File: src/rtl/fetch_ctrl_pkg.sv
// fetch_ctrl_pkg: shared encodings for the instruction-fetch controller.
//   FSM state encodings (2 bits) and the fixed instruction size in bytes.
package fetch_ctrl_pkg;

  localparam logic [1:0] ST_IDLE  = 2'd0;
  localparam logic [1:0] ST_REQ   = 2'd1;
  localparam logic [1:0] ST_WAIT  = 2'd2;
  localparam logic [1:0] ST_FLUSH = 2'd3;

  localparam int INST_BYTES = 4;

endpackage

File: src/rtl/fetch_ctrl_inst_buf.sv
// fetch_inst_buf: 1-entry instruction buffer between the I$ response and decode.
//   clk, reset   : clock, synchronous active-high reset (valid/data/pc -> 0)
//   clear        : drop the held entry (redirect); beats load and pop
//   load         : capture load_data/load_pc; beats a same-cycle pop
//   pop          : consumer took the entry
//   valid/data/pc: entry presented to decode; data/pc only change on load
module fetch_inst_buf #(
  parameter int AWIDTH = 32,
  parameter int DWIDTH = AWIDTH
) (
  input  logic              clk,
  input  logic              reset,
  input  logic              clear,
  input  logic              load,
  input  logic              pop,
  input  logic [DWIDTH-1:0] load_data,
  input  logic [AWIDTH-1:0] load_pc,
  output logic              valid,
  output logic [DWIDTH-1:0] data,
  output logic [AWIDTH-1:0] pc
);

  always_ff @(posedge clk) begin
    if (reset) begin
      valid <= 1'b0;
      data  <= '0;
      pc    <= '0;
    end else begin
      if (clear)     valid <= 1'b0;
      else if (load) valid <= 1'b1;
      else if (pop)  valid <= 1'b0;
      if (load && !clear) begin
        data <= load_data;
        pc   <= load_pc;
      end
    end
  end

endmodule

File: src/rtl/fetch_ctrl.sv
// fetch_ctrl: owns the fetch PC, issues one I$ read at a time and hands the
// returned instruction to decode through a 1-entry buffer. Redirects from
// execute replace the PC and discard any in-flight (stale) response.
//   i_clk, i_reset                 : clock, synchronous active-high reset
//   i_redirect_valid/i_redirect_pc : taken branch/jump target (low 2 bits ignored)
//   o_icache_rq/rnw/addr, i_icache_gnt : request handshake (rq & gnt = issued)
//   i_icache_valid/i_icache_data   : response for the single outstanding request
//   o_inst_valid/o_inst/o_inst_pc, i_inst_ready : decode handshake
module fetch_ctrl
  import fetch_ctrl_pkg::*;
#(
  parameter int              AWIDTH   = 32,
  parameter int              DWIDTH   = AWIDTH,
  parameter logic [AWIDTH-1:0] RESET_PC = '0
) (
  input  logic              i_clk,
  input  logic              i_reset,
  input  logic              i_redirect_valid,
  input  logic [AWIDTH-1:0] i_redirect_pc,
  output logic              o_icache_rq,
  output logic              o_icache_rnw,
  output logic [AWIDTH-1:0] o_icache_addr,
  input  logic              i_icache_gnt,
  input  logic              i_icache_valid,
  input  logic [DWIDTH-1:0] i_icache_data,
  output logic              o_inst_valid,
  output logic [DWIDTH-1:0] o_inst,
  output logic [AWIDTH-1:0] o_inst_pc,
  input  logic              i_inst_ready
);

  logic [1:0]        state, state_nxt;
  logic [AWIDTH-1:0] fetch_pc;
  logic [AWIDTH-1:0] redir_tgt;
  logic              buf_free;
  logic              issue;
  logic              resp_take;
  logic              pop;

  // Masking (rather than slicing) keeps every redirect bit in use.
  assign redir_tgt = i_redirect_pc & ~AWIDTH'(3);

  // Buffer is free if empty or being popped this cycle; requesting only then
  // guarantees a response never finds the buffer full.
  assign pop       = o_inst_valid & i_inst_ready;
  assign buf_free  = !o_inst_valid | i_inst_ready;
  assign o_icache_rq   = (state == ST_REQ) & buf_free;
  assign o_icache_rnw  = 1'b1;
  assign o_icache_addr = fetch_pc;
  assign issue     = o_icache_rq & i_icache_gnt;
  // A response is kept only in WAIT and only if no redirect arrives with it.
  assign resp_take = (state == ST_WAIT) & i_icache_valid & !i_redirect_valid;

  always_comb begin
    state_nxt = state;
    case (state)
      ST_IDLE:  state_nxt = ST_REQ;
      ST_REQ:   if (issue) state_nxt = i_redirect_valid ? ST_FLUSH : ST_WAIT;
      ST_WAIT:  if (i_icache_valid)        state_nxt = ST_REQ;
                else if (i_redirect_valid) state_nxt = ST_FLUSH;
      ST_FLUSH: if (i_icache_valid) state_nxt = ST_REQ;
      default:  state_nxt = ST_IDLE;
    endcase
  end

  always_ff @(posedge i_clk) begin
    if (i_reset) begin
      state    <= ST_IDLE;
      fetch_pc <= RESET_PC;
    end else begin
      state <= state_nxt;
      if (i_redirect_valid) fetch_pc <= redir_tgt;
      else if (resp_take)   fetch_pc <= fetch_pc + AWIDTH'(INST_BYTES);
    end
  end

  fetch_inst_buf #(
    .AWIDTH (AWIDTH),
    .DWIDTH (DWIDTH)
  ) u_buf (
    .clk       (i_clk),
    .reset     (i_reset),
    .clear     (i_redirect_valid),
    .load      (resp_take),
    .pop       (pop),
    .load_data (i_icache_data),
    .load_pc   (fetch_pc),
    .valid     (o_inst_valid),
    .data      (o_inst),
    .pc        (o_inst_pc)
  );

endmodule

File: config.mk
export PLATFORM = sky130hd
export DESIGN_NAME = fetch_ctrl
export DESIGN_NICKNAME = d
export VERILOG_FILES = /design/src/rtl/fetch_ctrl_pkg.sv /design/src/rtl/fetch_ctrl_inst_buf.sv /design/src/rtl/fetch_ctrl.sv
export SDC_FILE = /design/constraint.sdc
export NUM_CORES = 1
export LEC_CHECK = 0
export ABC_AREA = 1
export BUFFER_PORTS_ARGS = -buffer_cell sky130_fd_sc_hd__buf_2
export CAP_MARGIN = 15
export CORE_AREA = 4 4 109 111
export CTS_BUF_LIST = sky130_fd_sc_hd__clkbuf_4 sky130_fd_sc_hd__clkbuf_8
export DETAILED_ROUTE_END_ITERATION = 8
export DIE_AREA = 0 0 113 115
export PLACE_DENSITY = 0.78
export SKIP_LAST_GASP = 1
export SYNTH_ARGS = -nofsm -noshare
export SYNTH_HDL_FRONTEND = slang
export SYNTH_HIERARCHICAL = 1
export SYNTH_SLANG_ARGS = --single-unit
File: constraint.sdc
create_clock -name i_clk -period 1.67 [get_ports i_clk]
set_input_delay 0.0835 -clock i_clk [delete_from_list [all_inputs] [get_ports i_clk]]
set_output_delay 0.0835 -clock i_clk [all_outputs]
set_load 0.03 [all_outputs]
==> metrics.md, run 1 <==
| Metric | Value |
|---|---|
| Status | `finished, final reports clean` |
| Drt initial violations | `562` |
| Drt pass-1 iters | `6` |
| Power Density | `~850 nW/µm²` |
| Routability cong. | `between 0.9 and 1` |
| Largest net degree at the start of global routing | `between 60 and 70` |
| Critical Path Max Stage Delay | `0.35 ns` |
| Layout Nets | `around 1100` |
| Layout cell share with drive strength beyond 1 | `about a quarter` |
| Critical Path End Type | `flip-flop` |
| Post-Route WL | `about 15000 µm` |
| Drt drc | `0` |
| Sequential share of power | `45.1%` |
| Reg area | `just under 2000 µm²` |
| H-tree depth | `3` |
| WS Path Type | `flip-flop to flip-flop` |
| # clock sinks | `97` |
| Mean area per synthesized cell | `6.34 µm²` |
| VDD IR max | `about 0.50 mV` |
| Global router's overall resource usage | `around 22%` |
| Unique masters post-synth | `31` |
| Num rows | `38` |
| HPWL after DPL | `between 10000 and 15000 µm` |
| Vias in the first global route | `between 4000 and 5000` |
| Antenna violations before repair | `0` |
| Switching share of power | `between 30% and 40%` |
| Pre-CTS WS | `about 0.0073 ns` |
| Post-layout minimum cycle time | `~1.6 ns` |
| Yosys warns | `6` |
| Die ar. | `about 13000 µm²` |
| Uppermost layer routed | `met4` |
| Combinational share of power | `between 20 and 30%` |
| Arrival time worst endpoint | `approximately 1.8 ns` |
| Post-Synthesis Cells | `~820` |
| Met1 WL | `between 6000 and 7000 µm` |
| Hold Fails Final Rpt | `0` |
| Multi-input logic area | `2530 µm²` |
| Clock Pin Slew Worst Setup and Hold Paths | `0.10 ns` |
| Power, Total | `approximately 5700 µW` |
| Global-route wire length before repair | `23600 µm` |
| Final Setup Violations | `0` |
| Switching Power | `about 1900 µW` |
| Die Ht | `between 100 and 150 µm` |
| Vias/cell | `just under 5` |
| Crit path launch type | `flip-flop` |
| Crit path buf inv count | `0` |
| Slowest cell on crit path | `dfxtp_1` |
| Yosys reg bits | `97` |
| Area Overhead vs Synth | `30.2%` |
| Filler cell count | `~1000` |
| Number of I/O port buffers | `163` |
| Final WS setup | `between 0.1 and 0.15 ns` |
| CTS tree | `done` |
| CTS root buf | `clkbuf_8` |
| Fin. max-slew vios | `0` |
| Clk network pwr share | `between 20 and 30%` |
| Vias | `5593` |
| Tcrit/Tclk final | `roughly 94%` |
| Max FO, Critical Path | `4` |
| Max-Cap Viols | `0` |
| Worst Hold Class | `input port to flip-flop` |
| Critical path, cell by cell | `ha_2 -> nand2_1 -> nor2_4 -> nand2_4 -> nor2_4 -> nand2_1 -> xor2_1 -> a21oi_1` |
| Clk Latency, worst-skew pair | `roughly 0.36 ns` |
| CTS buffer count | `9` |
| Routed wire per std cell | `~13 µm` |
| CP Data Required Time | `just under 2 ns` |
| Starting density of the core | `between 40% and 50%` |
| Worst-case clock skew | `0.0142 ns` |
| LEAKAGE | `about 0.0033 µW` |
| GRT overflow | `0` |
| I/O pins | `between 150 and 200` |
| Fmax | `around 640 MHz` |
| Clock buffer depth | `2` |
| Cell Area, Synth | `5170 µm²` |
| Family with the most delay on the worst path | `simple AND/OR/NAND/NOR gates` |
| Met2 Wirelength | `7090 µm` |
| Remaining antenna violation count | `0` |
| Seq/Total Area, Yosys | `37.6%` |
| DR WL met3 | `roughly 1300 µm` |
| Core ar. | `around 11000 µm²` |
| Power Internal | `between 3000 and 4000 µW` |
| Die extent in x | `113 µm` |
[area by class of cell]
cell class	instances	area share (%)
diodes	1	0.0372
clock buffers	9	1.84
clock inverters	7	1.38
inverters	122	6.80
multi-input cells	560	37.7
flip-flops and latches	97	28.9
well taps	140	2.60
repair buffers	215	20.8
[Yosys cell counts]
cell type / n / area (µm²)
nand2_1: 196 / 736
nor2_1: 170 / 638
inv_1: 118 / 443
dfxtp_1: 97 / 1940
nand3_1: 85 / 425
a21oi_1: 32 / 160
o21ai_0: 26 / 130
buf_2: 16 / 80.1
buf_6: 12 / 135
xor2_1: 7 / 61.3
nor2_4: 6 / 67.6
a22o_1: 5 / 43.8
a31oi_1: 5 / 31.3
clkbuf_1: 5 / 18.8
buf_4: 4 / 30.0
ha_1: 4 / 50.1
nor2_2: 4 / 25.0
xnor2_1: 4 / 35.0
inv_2: 3 / 11.3
nand2_2: 3 / 18.8
and2_1: 2 / 12.5
buf_1: 2 / 7.51
conb_1: 2 / 7.51
a21oi_2: 1 / 8.76
clkbuf_2: 1 / 5.00
clkinv_1: 1 / 3.75
nand2_4: 1 / 11.3
o21bai_1: 1 / 7.51
o221ai_1: 1 / 8.76
o311ai_0: 1 / 8.76
or2_2: 1 / 6.26
[path summary, 6_finish.rpt]
kind,from,to,slack (ns),cells after the start
max,o_icache_addr[2]$_SDFFE_PP0P_,o_icache_addr[14]$_SDFFE_PP0P_,0.10,8
min,i_icache_data[8],u_buf/data[8]$_SDFFE_PP0P_,0.01,5
max reg2reg,o_icache_addr[2]$_SDFFE_PP0P_,o_icache_addr[14]$_SDFFE_PP0P_,0.10,8
min reg2reg,u_buf/pc[28]$_SDFFE_PP0P_,u_buf/pc[28]$_SDFFE_PP0P_,0.48,2
[kinds of logic (layout without fill, tap and decap cells)]
logic type	Yosys count	count (layout)	synth area share, %
and+or+nand+nor	468	468	37.5
buffers and inverters	162	353	14.2
DFF	97	97	37.6
AOI/OAI and AO/OA	72	72	7.72
xor gates and xnor gates	11	11	1.86
adders and majority gates	4	4	0.968
other	2	6	0.145
[cells in the final DEF, fill, tap and decap left out, types with 2 or more instances in the layout]
cell type | Yosys | routed
ha_1 | 4 | 2
inv_2 | 3 | 7
buf_4 | 4 | 27
nand3_1 | 85 | 84
buf_12 | 0 | 7
nor2_1 | 170 | 168
dfxtp_1 | 97 | 95
xor2_1 | 7 | 7
bufinv_16 | 0 | 2
nor2_2 | 4 | 6
a21oi_1 | 32 | 32
nand2_2 | 3 | 5
a31oi_1 | 5 | 5
conb_1 | 2 | 5
dlygate4sd3_1 | 0 | 14
clkbuf_8 | 0 | 9
nand2_1 | 196 | 194
buf_2 | 16 | 163
inv_1 | 118 | 114
o21ai_0 | 26 | 26
a22o_1 | 5 | 5
dfxtp_2 | 0 | 2
nor2_4 | 6 | 6
xnor2_1 | 4 | 4
and2_1 | 2 | 2
clkbuf_16 | 0 | 4
clkinv_2 | 0 | 3
[metal layers]
| layer | GRT usage, % | vias up |
|---|---|---|
| li1 | - | 2854 |
| met1 | 29.0 | 2494 |
| met2 | 36.4 | 223 |
| met3 | 4.53 | 22 |
| met4 | 8.81 | 0 |
| met5 | 0 | - |
[registers in the layout, summed over array words and instances, names as in the netlist]
register       count
u_buf/pc          32
u_buf/data        32
state              2
u_buf/valid        1
o_icache_addr     30
[what timing repair did]
action / CTS / global route
pin swaps: 1 / 5
endpoints found under the setup margin: 14 / 91
hold buffers: 14 / 0
gates cloned: 1 / 4
gates resized for setup: 2 / 9
endpoints found under the hold margin: 14 / 0
setup buffers: 2 / 4
[power groups by stage]
stage	logic, µW	clock network, µW	registers, µW
2_1_floorplan	684	0	2860
5_1_grt	1590	1830	2600
3_3_place_gp	1310	0	2620
6_report	1450	1700	2580
3_5_place_dp	1330	0	2620
4_1_cts	1380	1740	2570
[per-stage QoR]
step | TNS [ns] | util, % | hold slack [ns] | instances | cell area [µm²]
after floorplan | 0 | - | 0.247 | 819 | 5210
after global placement | 0 | 57.2 | 0.365 | 1110 | 6170
after detailed placement | 0 | 57.2 | 0.369 | 1110 | 6170
after CTS | 0 | 61.0 | 0.00210 | 1143 | 6590
after global routing | -0.0222 | 62.3 | 0.0213 | 1150 | 6730
final | 0 | 62.4 | 0.0126 | 1151 | 6730
[tightest hold or removal path, delay by kind of cell]
family | cells | cell delay, ns
and+or+nand+nor | 3 | 0.16
buffers and inverters | 2 | 0.11
Power figures use the tool's default switching activity.
==> run 2, diff against run 1 <==
Settings changed: ABC_AREA 1 to not set, CORE_AREA 4 4 109 111 to 4 4 111 92, DIE_AREA 0 0 113 115 to 0 0 115 96, PLACE_DENSITY 0.78 to 0.86.
Clock period 1.67 ns to 2 ns, I/O delays scaled along.
==> metrics.md, run 2 <==
| Metric | Value |
|---|---|
| Multi-input logic area | `2780 µm² (+9.6%)` |
| Commonest non-fill, non-tap cell in the layout | `buf_2` |
| HPWL after DPL | `9830 µm (-4.2%)` |
| Vias/cell | `5.77 (+19%)` |
| Clk Latency, worst-skew pair | `0.36 ns (about the same)` |
| Routed wire per std cell | `17.5 µm (+30%)` |
| Largest net degree at the start of global routing | `64 (-3.0%)` |
| Post-Route WL | `14600 µm (-5.1%)` |
| Met3 Usage GRT | `5.78% (+1.3 points)` |
| Vias | `4845 (-13%)` |
| Final WS setup | `-0.0295 ns (-0.131 ns)` |
| Number of I/O port buffers | `163 (unchanged)` |
| Post-synth EDFFs | `0 (unchanged)` |
| Critical path, cell by cell | `inv_2 -> ha_4 -> nand3_4 -> or4_4 -> or4_4 -> a311oi_2` |
| CTS buffer count | `9 (unchanged)` |
| H-tree depth | `3 (unchanged)` |
| VDD IR max | `0.440 mV (-12%)` |
| WS Path Type | `flip-flop to flip-flop` |
| N_diodes | `0 (-1)` |
| Area leader, netlist | `dfxtp_1` |
| Mean area per synthesized cell | `9.15 µm² (+44%)` |
| Status | `complete, but fails checks` |
| Num rows | `31 (-18%)` |
| Starting density of the core | `55.4% (+7.5 points)` |
| Fmax | `493 MHz (-23%)` |
| Synth top area share | `38.9% (+1.4 points)` |
| Die Ht | `96 µm (-17%)` |
| Post-synth top cells | `97 x dfxtp_1, 65 x nand2b_1, 64 x nand4bb_1, 64 x o21ai_1, 32 x nor2_1` |
| Post-layout minimum cycle time | `2.03 ns (+0.461 ns)` |
| Met2 usage | `41.4% (+5.1 points)` |
| Predominant post-synthesis flop cell | `dfxtp_1` |
| Tcrit/Tclk final | `101% (+7.6 points)` |
| Antenna violations before repair | `0 (unchanged)` |
| Worst Hold Class | `input port to flip-flop` |
| FFs w/ async S/R, synth | `0% (unchanged)` |
| Worst slew pin tran | `around 0.58 ns` |
| Arrival time worst endpoint | `2.30 ns (+0.47 ns)` |
| Non-Filler Instances | `839 (-27%)` |
| Clock Pin Slew Worst Setup and Hold Paths | `0.09 ns (about the same)` |
| Most numerous cell in the Yosys netlist | `dfxtp_1` |
| Post-Synthesis Cells | `545 (-33%)` |
| R2R depth | `6 (-2)` |
| Cell Area, Synth | `4990 µm² (-3.5%)` |
| Routability cong. | `0.923 (-3.4%)` |
| Unique masters post-synth | `43 (+39%)` |
| Worst-case clock skew | `0.00826 ns (-0.00596 ns)` |
| Critical Path End Type | `flip-flop` |
| CP Data Required Time | `2.27 ns (+0.34 ns)` |
| Filler cell count | `650 (-38%)` |
| Max FO, Critical Path | `8 (+4)` |
| Power, Total | `3990 µW (-30%)` |
| Max-Cap Viols | `0 (unchanged)` |
| Hold Fails Final Rpt | `0 (unchanged)` |
| Reg area | `1990 µm² (+2.4%)` |
| Failing checks | `setup timing` |
| Critical Path Max Stage Delay | `0.59 ns (+0.24 ns)` |
| Crit path launch type | `flip-flop` |
| Yosys warns | `6 (unchanged)` |
| Slowest cell on crit path | `or4_4` |
| CTS root buf | `clkbuf_8` |
| Yosys reg bits | `97 (unchanged)` |
| Drt initial violations | `522 (-7.1%)` |
| I/O pins | `169 (unchanged)` |
| Worst hold path depth | `3 (-2)` |
| Leading post-synthesis cells by cell area | `dfxtp_1 39%, nand4bb_1 14%, nand2b_1 8.2%, o21ai_1 6.4%, buf_6 2.9%` |
| Max_slew headroom | `a little over 60%` |
| Met1 Usage GRT | `33.5% (+4.5 points)` |
| Seq/Total Area, Yosys | `38.9% (+1.4 points)` |
| Worst path most repeated cell | `or4_4` |
| Vias in the first global route | `4566 (-7.0%)` |
| Layout Nets | `793 (-27%)` |
| Layout cell share with drive strength beyond 1 | `35.2% (+11 points)` |
| Gr busiest metal | `met2` |
| CTS tree | `done` |
| LEAKAGE | `0.00258 µW (-21%)` |
| Power Density | `624 nW/µm² (-27%)` |
| Remaining antenna violation count | `0 (unchanged)` |
| Fin. max-slew vios | `0 (unchanged)` |
| Fin util | `71.2% (+8.8 points)` |
| Die extent in x | `115 µm (+1.8%)` |
| Clock buffer depth | `2 (unchanged)` |
| DP Cell Count | `800 (-28%)` |
| Global-route wire length before repair | `22600 µm (-4.0%)` |
| Global router's overall resource usage | `25.3% (+3.1 points)` |
| Drt drc | `0 (unchanged)` |
| Die ar. | `11000 µm² (-15%)` |
| Core ar. | `9000 µm² (-17%)` |
| RSZ-0062 raised after global routing | `yes` |
| GRT overflow | `0 (unchanged)` |
| Final Setup Violations | `1 (+1)` |
| # clock sinks | `97 (unchanged)` |
| Most frequent cells in the layout | `162 x buf_2, 78 x dfxtp_1, 65 x nand2b_1, 64 x nand4bb_1, 64 x o21ai_1` |
| Area Overhead vs Synth | `28.4%` |
| Drt pass-1 iters | `5 (-1)` |
[run 2: cell count changes in the layout (fill, tap and decap cells not counted), moves of 17 or more]
cell / before / now
nand2b_1: 0 / 65
nand2_1: 194 / 16
o21ai_1: 0 / 64
nand4bb_1: 0 / 64
nand3_1: 84 / 10
o21ai_0: 26 / 9
nor2_1: 168 / 31
dfxtp_1: 95 / 78
a21oi_1: 32 / 6
inv_1: 114 / 13
[run 2: worst max-delay path, delay by kind of cell, from the launching register on]
kind,cells,cell delay (ns)
simple gates,3,1.12
flops,1,0.33
buf+inv,1,0.06
fa+ha+maj,1,0.17
compound gates,1,0.27
[run 2: repair_timing]
| action | CTS | global route |
|---|---|---|
| endpoints found under the setup margin | 4 | 12 |
| hold endpoints to repair | 18 | 0 |
| pin swaps | 3 | 14 |
| setup buffers | 0 | 5 |
| gates resized for setup | 4 | 15 |
| hold buffers | 18 | 0 |
[run 2: worst paths after layout]
path | start | to | slack, ns
worst max-delay path | state[0]$_SDFFE_PP0P_ | o_icache_addr[30]$_SDFFE_PP0P_ | -0.03
worst min-delay path | i_redirect_pc[4] | o_icache_addr[4]$_SDFFE_PP0P_ | 0.01
worst max register to register | state[0]$_SDFFE_PP0P_ | o_icache_addr[30]$_SDFFE_PP0P_ | -0.03
worst min register to register | u_buf/pc[29]$_SDFFE_PP0P_ | u_buf/pc[29]$_SDFFE_PP0P_ | 0.47
[run 2: routing by layer]
layer,routed length [µm],vias to the layer above,share of wire (%)
met3,1490,20,10
li1,-,2331,-
met4,206,0,1.4
met1,6090,2253,42
met2,6860,241,47
met5,0,-,0
[run 2: layout make-up]
cell class                      count  share of cell area (%)
Inverter                           15                   0.879
Clock inverter                      5                   0.508
Multi-Input combinational cell    382                    43.4
Sequential cell                    97                    31.1
Clock buffer                       11                    2.27
Timing Repair Buffer              214                    19.7
Tap cell                          115                    2.25
[run 2: kinds of logic after synthesis]
logic type	Yosys count	share of synthesized area, %
adder cells (fa/ha/maj)	4	1.00
AO/OA/AOI/OAI	124	15.2
AND/OR/NAND/NOR	240	35.0
XOR/XNOR	9	1.58
other	2	0.151
buffers and inverters	69	8.18
flip-flops	97	38.9
[run 2: power breakdown]
group          internal [µW]  switching, µW  total [µW]  leakage, µW
Combinational            320            415         735      0.00170
Sequential              2000           83.0        2080     0.000798
Clock                    496            684        1180    0.0000848
[run 2: metrics by stage]
stage	setup TNS [ns]	hold slack (ns)	setup slack, ns	area, µm²
global placement	0	0.345	0.0236	5930
detailed placement	-0.135	0.350	-0.0617	5930
floorplan	-0.350	0.234	-0.113	5090
finish	-0.0295	0.0149	-0.0295	6400
global route	-0.408	0.00820	-0.109	6400
CTS	-0.0335	0.000612	-0.0335	6300
==> run 3, diff against run 2 <==
--- a/config.mk
+++ b/config.mk
@@ -13,3 +13,3 @@
 export DIE_AREA = 0 0 115 96
-export PLACE_DENSITY = 0.86
+export PLACE_DENSITY = 0.88
 export SKIP_LAST_GASP = 1
--- a/constraint.sdc
+++ b/constraint.sdc
@@ -3,2 +3,2 @@
 set_output_delay 0.1 -clock i_clk [all_outputs]
-set_load 0.03 [all_outputs]
+set_load 0.05 [all_outputs]
==> metrics.md, run 3 (same netlist as run 2, synthesis figures left out) <==
| Metric | Value |
|---|---|
| CTS tree | `done` |
| Drt drc | `0 (unchanged)` |
| Routability cong. | `0.927 (+0.41%)` |
| # clock sinks | `97 (unchanged)` |
| HPWL after DPL | `9760 µm (-0.72%)` |
| Fin. max-slew vios | `0 (unchanged)` |
| Power, Total | `4290 µW (+7.3%)` |
| N_diodes | `0 (unchanged)` |
| RSZ-0062 raised after global routing | `yes` |
| Worst-case clock skew | `0.00478 ns (-0.00347 ns)` |
| Multi-input logic area | `2750 µm² (-1.0%)` |
| Clock Pin Slew Worst Setup and Hold Paths | `0.09 ns (about the same)` |
| Global-route wire length before repair | `22400 µm (-1.2%)` |
| Global router's overall resource usage | `25.0% (-0.30 points)` |
| Remaining antenna violation count | `0 (unchanged)` |
| Reg area | `2010 µm² (+0.94%)` |
| Drt pass-1 iters | `4 (-1)` |
| Die ar. | `11000 µm² (unchanged)` |
| Die Ht | `96 µm (unchanged)` |
| Hold Fails Final Rpt | `0 (unchanged)` |
| WS Path Type | `flip-flop to flip-flop` |
| Most frequent cells in the layout | `162 x buf_2, 75 x dfxtp_1, 65 x nand2b_1, 64 x nand4bb_1, 64 x o21ai_1` |
| H-tree depth | `3 (unchanged)` |
| Post-layout minimum cycle time | `2.02 ns (-0.0115 ns)` |
| Filler cell count | `650 (unchanged)` |
| Drt initial violations | `480 (-8.0%)` |
| Worst Hold Class | `input port to flip-flop` |
| VDD IR max | `0.506 mV (+15%)` |
| Vias/cell | `5.80 (+0.47%)` |
| Max-Cap Viols | `0 (unchanged)` |
| CP Data Required Time | `2.26 ns (about the same)` |
| Vias | `4868 (+0.47%)` |
| Pre-CTS WS | `-0.105 ns (-0.0430 ns)` |
| CTS buffer count | `9 (unchanged)` |
| Num rows | `31 (unchanged)` |
| Layout Nets | `793 (unchanged)` |
| Clock buffer depth | `2 (unchanged)` |
| Largest net degree at the start of global routing | `63 (-1.6%)` |
| CTS root buf | `clkbuf_8` |
| Power Density | `666 nW/µm² (+6.8%)` |
| LEAKAGE | `0.00261 µW (+1.1%)` |
| Area Overhead vs Synth | `29.0%` |
| Status | `complete, but fails checks` |
| Critical Path End Type | `flip-flop` |
| Arrival time worst endpoint | `2.28 ns (-0.02 ns)` |
| Core ar. | `9000 µm² (unchanged)` |
| Vias in the first global route | `4512 (-1.2%)` |
| Clk Latency, worst-skew pair | `0.36 ns (about the same)` |
| Post-Route WL | `14200 µm (-2.7%)` |
| Tcrit/Tclk final | `101% (-0.57 points)` |
| Die extent in x | `115 µm (unchanged)` |
| Commonest non-fill, non-tap cell in the layout | `buf_2` |
| Fmax | `496 MHz (+0.57%)` |
| Antenna violations before repair | `0 (unchanged)` |
| Layout cell share with drive strength beyond 1 | `35.4% (+0.14 points)` |
| Max FO, Critical Path | `3 (-5)` |
| Final Setup Violations | `2 (+1)` |
| Number of I/O port buffers | `163 (unchanged)` |
| Crit path launch type | `flip-flop` |
| Final WS setup | `-0.0181 ns (+0.0115 ns)` |
| I/O pins | `169 (unchanged)` |
| Starting density of the core | `55.4% (unchanged)` |
| GRT overflow | `0 (unchanged)` |
| Failing checks | `setup timing` |
| Routed wire per std cell | `17.0 µm (-2.7%)` |
| Reg2reg setup slack | `-0.02 ns (about the same)` |
## run 3: path summary, 6_finish.rpt
check / start / endpoint / cells after the start
hold / removal: i_icache_data[24] / u_buf/data[24]$_SDFFE_PP0P_ / 3
setup / recovery: state[0]$_SDFFE_PP0P_ / o_icache_addr[24]$_SDFFE_PP0P_ / 6
hold reg to reg: u_buf/pc[30]$_SDFFE_PP0P_ / u_buf/pc[30]$_SDFFE_PP0P_ / 2
setup reg to reg: state[0]$_SDFFE_PP0P_ / o_icache_addr[24]$_SDFFE_PP0P_ / 6
## run 3: where the power goes
group	leakage [µW]	total, µW	internal [µW]	switching, µW
Sequential	0.000801	2070	1990	80.2
Clock	0.000111	1390	732	656
Combinational	0.00169	826	316	510
Total	0.00261	4290	3040	1250
## run 3: per-layer routing
layer / wire length, µm / vias up / global-route usage (%) / share of wire [%]
li1: - / 2335 / - / -
met3: 1310 / 25 / 6.85 / 9.2
met4: 266 / 0 / 8.41 / 1.9
met1: 6090 / 2281 / 32.7 / 43
met2: 6570 / 227 / 40.2 / 46
met5: 0 / - / 0 / 0
## run 3: final cells by class
type | instances | share of cell area [%]
timing repair buffer | 214 | 19.6
sequential | 97 | 31.2
clock inverter | 5 | 1.22
clock buffer | 11 | 2.16
multi-input combinational | 382 | 42.7
inverter | 15 | 0.875
tap | 115 | 2.24
## run 3: stage by stage
stage	area (µm²)	TNS, ns	instances	utilization [%]	hold slack [ns]
2_1_floorplan	5110	-0.493	548	-	0.234
3_5_place_dp	5980	-0.113	803	66.5	0.353
3_3_place_gp	5980	0	803	66.5	0.345
6_report	6440	-0.0200	839	71.5	0.0186
4_1_cts	6390	-0.0179	835	71.0	0.000843
5_1_grt	6440	-0.463	839	71.5	0.00564
## run 3: critical path: stages, from the launching register on
cell	delay [ns]
dfxtp_2	0.33
inv_2	0.06
ha_4	0.15
nand3_4	0.08
or4_1	0.58
or3_4	0.42
a2111oi_4	0.31
## run 3: what timing repair did
action / CTS / global route
setup endpoints to repair: 3 / 9
buffers inserted: 2 / 4
pin swaps: 1 / 1
hold buffers: 14 / 0
gates resized for setup: 6 / 5
endpoints found under the hold margin: 14 / 0
